**src/rtl/mips_rf_pkg.sv**
```systemverilog
// Shared types and constants for the register file and its pending-write scoreboard.
package mips_rf_pkg;

  localparam int DEF_DATA_W = 32;
  localparam int DEF_ADDR_W = 5;
  localparam int DEF_NUM_RD = 2;
  localparam int DEF_CNT_W  = 2;

  typedef logic [DEF_ADDR_W-1:0] reg_addr_t;

  localparam reg_addr_t REG_ZERO = '0;

  // Largest count a CNT_W-bit pending counter can hold.
  function automatic int cnt_max(input int w);
    return (1 << w) - 1;
  endfunction

  localparam int CNT_MAX = cnt_max(DEF_CNT_W);

endpackage

```
**src/rtl/rf_sb_cnt.sv**
```systemverilog
// Saturating pending-write counter for one register: +inc, -dec (0..2), clamped at zero.
module rf_sb_cnt
  import mips_rf_pkg::*;
#(
  parameter int CNT_W = DEF_CNT_W
) (
  input  logic             clk,
  input  logic             rst_n,
  input  logic             inc,
  input  logic [1:0]       dec,
  output logic [CNT_W-1:0] cnt,
  output logic             underflow
);

  logic [CNT_W:0]   sum;
  logic [CNT_W:0]   dec_ext;
  logic [CNT_W-1:0] cnt_next;

  // inc is already gated by saturation upstream, so sum never exceeds the counter range.
  assign sum       = {1'b0, cnt} + {{CNT_W{1'b0}}, inc};
  assign dec_ext   = {{(CNT_W-1){1'b0}}, dec};
  assign underflow = (dec_ext > sum);

  always_comb begin
    cnt_next = cnt;
    if (underflow) begin
      cnt_next = '0;
    end else begin
      cnt_next = CNT_W'(sum - dec_ext);
    end
  end

  always_ff @(posedge clk) begin
    if (!rst_n) begin
      cnt <= '0;
    end else begin
      cnt <= cnt_next;
    end
  end

endmodule

```
**src/rtl/regfile_scoreboard.sv**
```systemverilog
// Register file with combinational bypassed read ports and a per-register pending-write scoreboard.
module regfile_scoreboard
  import mips_rf_pkg::*;
#(
  parameter int DATA_W = DEF_DATA_W,
  parameter int ADDR_W = DEF_ADDR_W,
  parameter int NUM_RD = DEF_NUM_RD,
  parameter int CNT_W  = DEF_CNT_W
) (
  input  logic                     clk,
  input  logic                     rst_n,
  input  logic [NUM_RD*ADDR_W-1:0] rd_addr,
  output logic [NUM_RD*DATA_W-1:0] rd_data,
  output logic [NUM_RD-1:0]        rd_ready,
  input  logic                     issue_valid,
  input  logic [ADDR_W-1:0]        issue_addr,
  output logic                     issue_ready,
  input  logic                     wb_valid,
  input  logic [ADDR_W-1:0]        wb_addr,
  input  logic [DATA_W-1:0]        wb_data,
  input  logic                     kill_valid,
  input  logic [ADDR_W-1:0]        kill_addr,
  output logic                     sb_err
);

  localparam int NUM_REGS = 1 << ADDR_W;
  localparam logic [CNT_W-1:0] CNT_FULL = {CNT_W{1'b1}};
  localparam logic [ADDR_W-1:0] ADDR_ZERO = '0;

  logic [DATA_W-1:0]                 regs [NUM_REGS];
  logic [NUM_REGS-1:0][CNT_W-1:0]    cnt_q;
  logic [NUM_REGS-1:0]               underflow;
  logic                              issue_fire;
  logic                              wb_live;
  logic                              kill_live;

  assign wb_live     = wb_valid && (wb_addr != ADDR_ZERO);
  assign kill_live   = kill_valid && (kill_addr != ADDR_ZERO);
  // Saturation looks only at the current count, never at a same-cycle write-back.
  assign issue_ready = (cnt_q[issue_addr] != CNT_FULL);
  assign issue_fire  = issue_valid && issue_ready && (issue_addr != ADDR_ZERO);

  assign cnt_q[0]     = '0;
  assign underflow[0] = 1'b0;

  generate
    for (genvar gi = 1; gi < NUM_REGS; gi++) begin : g_cnt
      logic       inc;
      logic [1:0] dec;
      assign inc = issue_fire && (issue_addr == ADDR_W'(gi));
      assign dec = {1'b0, wb_live && (wb_addr == ADDR_W'(gi))}
                 + {1'b0, kill_live && (kill_addr == ADDR_W'(gi))};
      rf_sb_cnt #(.CNT_W(CNT_W)) u_cnt (
        .clk       (clk),
        .rst_n     (rst_n),
        .inc       (inc),
        .dec       (dec),
        .cnt       (cnt_q[gi]),
        .underflow (underflow[gi])
      );
    end
  endgenerate

  always_ff @(posedge clk) begin
    if (!rst_n) begin
      for (int r = 0; r < NUM_REGS; r++) begin
        regs[r] <= '0;
      end
    end else if (wb_live) begin
      regs[wb_addr] <= wb_data;
    end
  end

  always_ff @(posedge clk) begin
    if (!rst_n) begin
      sb_err <= 1'b0;
    end else if (|underflow) begin
      sb_err <= 1'b1;
    end
  end

  generate
    for (genvar gi = 0; gi < NUM_RD; gi++) begin : g_rd
      logic [ADDR_W-1:0] a;
      logic              wb_hit;
      assign a      = rd_addr[gi*ADDR_W +: ADDR_W];
      assign wb_hit = wb_live && (wb_addr == a);
      assign rd_data[gi*DATA_W +: DATA_W] = (a == ADDR_ZERO) ? '0 :
                                            wb_hit ? wb_data : regs[a];
      // Final when nothing is pending, or the only pending write lands this cycle.
      assign rd_ready[gi] = (cnt_q[a] == '0) ||
                            ((cnt_q[a] == CNT_W'(1)) && wb_hit);
    end
  endgenerate

endmodule

```
**config.mk**
```make
export PLATFORM = sky130hd
export DESIGN_NAME = regfile_scoreboard
export DESIGN_NICKNAME = d
export VERILOG_FILES = /design/src/rtl/mips_rf_pkg.sv /design/src/rtl/rf_sb_cnt.sv /design/src/rtl/regfile_scoreboard.sv
export SDC_FILE = /design/constraint.sdc
export NUM_CORES = 2
export LEC_CHECK = 0
export CAP_MARGIN = 15
export CORE_UTILIZATION = 30
export CTS_BUF_LIST = sky130_fd_sc_hd__clkbuf_4
export DETAILED_ROUTE_END_ITERATION = 7
export PLACE_DENSITY_LB_ADDON = 0.25
export REMOVE_ABC_BUFFERS = 1
export SLEW_MARGIN = 40
export SYNTH_ARGS = -nofsm -noshare
export SYNTH_HDL_FRONTEND = slang
export SYNTH_SLANG_ARGS = --single-unit
```
**constraint.sdc**
```tcl
create_clock -name clk -period 15 [get_ports clk]
set_clock_uncertainty 0.2 [all_clocks]
set_input_delay 3 -clock clk [delete_from_list [all_inputs] [get_ports clk]]
set_output_delay 3 -clock clk [all_outputs]
set_load 0.005 [all_outputs]
```
==> impl_metrics.py <==
metrics = {
    "synthesis": {
        "yosysWarningCount": 0,
        "syn_area_um2": 62200,
        "ys_seq_area_share_pct": 51.4,
        "synth-edff-count": 1024,
        "ys_ff_latch": 1087,
        "yosysUniqueCellTypes": 65,
        "synth_mux_area_share_pct": 21.9,
        "yosys_most_used_dff": "edfxtp_1",
        "syn_inst": 4565,
        "synth_simple_gate_area_share_pct": 13.8,
        "synthXorXnorAreaFrac_pct": 0.577,
        "synth_area_per_cell_um2": 13.6,
        "ys_async_sr_fraction_pct": 0,
        "synth_top_family_by_area": "multiplexers",
        "synth-adder-area-share_pct": 3.74,
        "synth_compound_gate_area_share_pct": 4.76,
    },
    "drt": {
        "vias": 43000,
        "antenna_left": 0,
        "wl_per_cell_um": 31.2,
        "via_per_inst": 5.59,
        "drtPass1Iterations": 5,
        "drtIter0Drc": 5815,
        "routed_wl_mm": 240,
        "route.detailed.drc": 0,
    },
    "setup_path": {
        "reg2reg_depth": 14,
        "critical_path_class": "primary input to primary output",
        "cp.arrival_ps": 7050,
        "r2r-start": "g_cnt[7].u_cnt.cnt[1]",
        "cp_data_required_time_ps": 11800,
        "endpoint_kind": "primary output",
        "critPathLaunchType": "primary input",
        "rrSetupSlack_ps": 10600,
        "path_max_fanout": 35,
        "r2r_end": "sb_err",
    },
    "cts": {
        "path_clk_slew_ps": 60,
        "cts_resized": 0,
        "clkLatencyLatePin_ps": 1350,
        "cts_buffer_depth": 4,
        "cts-root-buf": "clkbuf_4",
        "cts.sinks": 1087,
        "post-cts-setup-buffer-count": 0,
        "cts_hold_buf": 0,
        "cts_buffers": 322,
        "htreeDepth": 5,
        "cts_tree": "built",
    },
    "min_path": {
        "hp-start": "g_cnt[1].u_cnt.cnt[0]",
        "holdPathStages": 3,
        "min_path_type": "register to register",
        "holdPathEnd": "g_cnt[1].u_cnt.cnt[0]",
    },
    "power_and_ir_drop": {
        "power_density_nw_per_um2": 105,
        "power.total_mw": 7.43,
        "ir_drop_uv": 83.8,
        "p_leak_nw": 24.9,
    },
    "timing": {
        "fmax_mhz": 97.6,
        "finalCritPeriodShare_pct": 68.3,
        "worst_pin_slew_ps": 971,
        "relSlewSlack_pct": 35.3,
        "slew_violations": 0,
        "min_period_ps": 10250,
        "finalHoldViolations": 0,
        "setup_violations": 0,
        "fin_setup_tns_ps": 0,
        "rsz0062_at_grt": "false",
        "final.setup.worst_slack_ps": 4750,
    },
    "die": {
        "fp.coreArea_um2": 205000,
        "start_util_pct": 30.3,
        "io_pins": 130,
        "die_h_um": 457,
        "die_w_um": 457,
        "row_count": 166,
        "die_area_um2": 209000,
    },
    "global_routing": {
        "grt_pass1_vias": 42900,
        "grt_pass1_wl_mm": 332,
        "grt_use_total_pct": 22.6,
        "antenna_found_initial": 30,
        "overflow": 0,
        "grt_max_degree": 115,
    },
    "finish": {
        "fillers": 19900,
        "areaGrowthSynthToFinish_pct": 13.9,
        "final_area_um2": 70900,
        "drive_gt1_share_pct": 27.7,
        "final_common_cell": "edfxtp_1",
        "mostFrequentLayoutCells": "edfxtp_1, and2_1, mux4_2, clkbuf_4, ha_1",
        "fin_util_pct": 34.5,
        "finish.net_count": 5023,
    },
    "status": {
        "run_status": "finished clean",
    },
    "placement": {
        "placed_area_um2": 67000,
        "routabilityCongestion": 0.827,
        "dp_hpwl_mm": 139,
        "dp_slack_ps": 4820,
        "port-buffer-count": 129,
    },
    "flow_run": {
        "drv_cap": 0,
    },
}
-- worst max-delay path, stage by stage --
cell	delay, ps
clkdlybuf4s50_1	620
or3_4	600
o31ai_4	310
nor3_4	70
buf_4	340
a21oi_4	390
buf_4	550
a32o_1	510
clkdlybuf4s50_1	590
-- cell families (layout without fill, tap and decap cells) --
group                      after synthesis  after routing
and+or+nand+nor                       1497           1497
DFF                                   1087           1087
muxes                                  752            752
buffers and inverters                  533            919
AOI/OAI and AO/OA                      468            468
adders and majority gates              186            186
xor gates and xnor gates                41             41
other                                    1             57
-- through the flow --
stage | instances | hold WS (ps)
5_1_grt | 7679 | 663
6_report | 7695 | 626
3_5_place_dp | 7137 | 606
2_1_floorplan | 4162 | 410
4_1_cts | 7668 | 622
3_3_place_gp | 7125 | 591
-- power by group --
group | internal (mW) | leakage [nW] | switching [mW]
logic | 0.437 | 12.3 | 0.617
clock network | 1.45 | 2.30 | 1.36
registers | 3.48 | 10.3 | 0.0885
total | 5.37 | 24.9 | 2.06
-- layer usage --
metal / GRT usage [%] / up-vias / share of wire (%)
met2: 35.4 / 2406 / 46
li1: - / 17800 / -
met5: 0 / - / 0.0054
met4: 7.82 / 2 / 3.2
met3: 4.52 / 443 / 9.3
met1: 31.0 / 22300 / 42
-- Yosys cell counts, types with 2 or more instances --
master       n  area (um^2)
a211oi_1    34          255
a21o_1       5         37.5
a21oi_1     52          260
a221o_1      2         20.0
a22oi_1     32          240
a31oi_1      3         18.8
a32o_1      32          320
and2_1     993         6210
buf_1       13         48.8
buf_2      127          636
buf_4       43          323
buf_6        6         67.6
clkbuf_1   242          908
clkbuf_2     3         15.0
dfxtp_1     63         1260
edfxtp_1  1024        30700
ha_1       186         2330
inv_1       97          364
inv_2        2         7.51
mux2_2     154         1730
mux2i_1    128         1280
mux4_2     470        10600
nand2_1     98          368
nand2b_1    12         75.1
nand3_1     27          135
nand3b_1     8         60.1
nand4_1      9         56.3
nand4b_1     4         35.0
nor2_1     190          713
nor2_4       7         78.8
nor2b_1     38          238
nor3_1      83          415
nor4_1       4         25.0
o211ai_1     4         30.0
o21ai_0    140          701
o221ai_1     3         26.3
o22ai_1    150          938
or2_2        3         18.8
or3_1        7         43.8
or3b_2       3         26.3
xnor2_1      8         70.1
xor2_1      33          289
-- state kept, by name (all words and copies together) (netlist names) --
register and cells:
g_cnt.u_cnt.cnt 62, regs 1024, sb_err 1
-- final cells by class --
type / instances / area [um^2] / share of cell area, %
antenna: 25 / 62.6 / 0.0883
clock buffer: 468 / 3510 / 4.96
clock inverter: 63 / 299 / 0.422
inverter: 99 / 377 / 0.531
multi-input combinational: 2976 / 28600 / 40.4
sequential: 1087 / 32000 / 45.2
tap: 2688 / 3360 / 4.74
timing repair buffer: 289 / 2620 / 3.69
-- worst max-delay path by stage --
stage / from / to / slack [ps] / cells past startpoint
final: wb_addr[3] / rd_data[62] / 4750 / 9
after global routing: wb_addr[2] / rd_data[48] / 4700 / 9
after CTS: wb_addr[2] / rd_data[62] / 4820 / 9
after detailed placement: wb_addr[2] / rd_data[62] / 4820 / 9
after global placement: rd_addr[1] / rd_data[20] / 4740 / 9
after floorplan: rd_addr[9] / rd_data[43] / 6100 / 5
(Power assumes the default switching activity.)
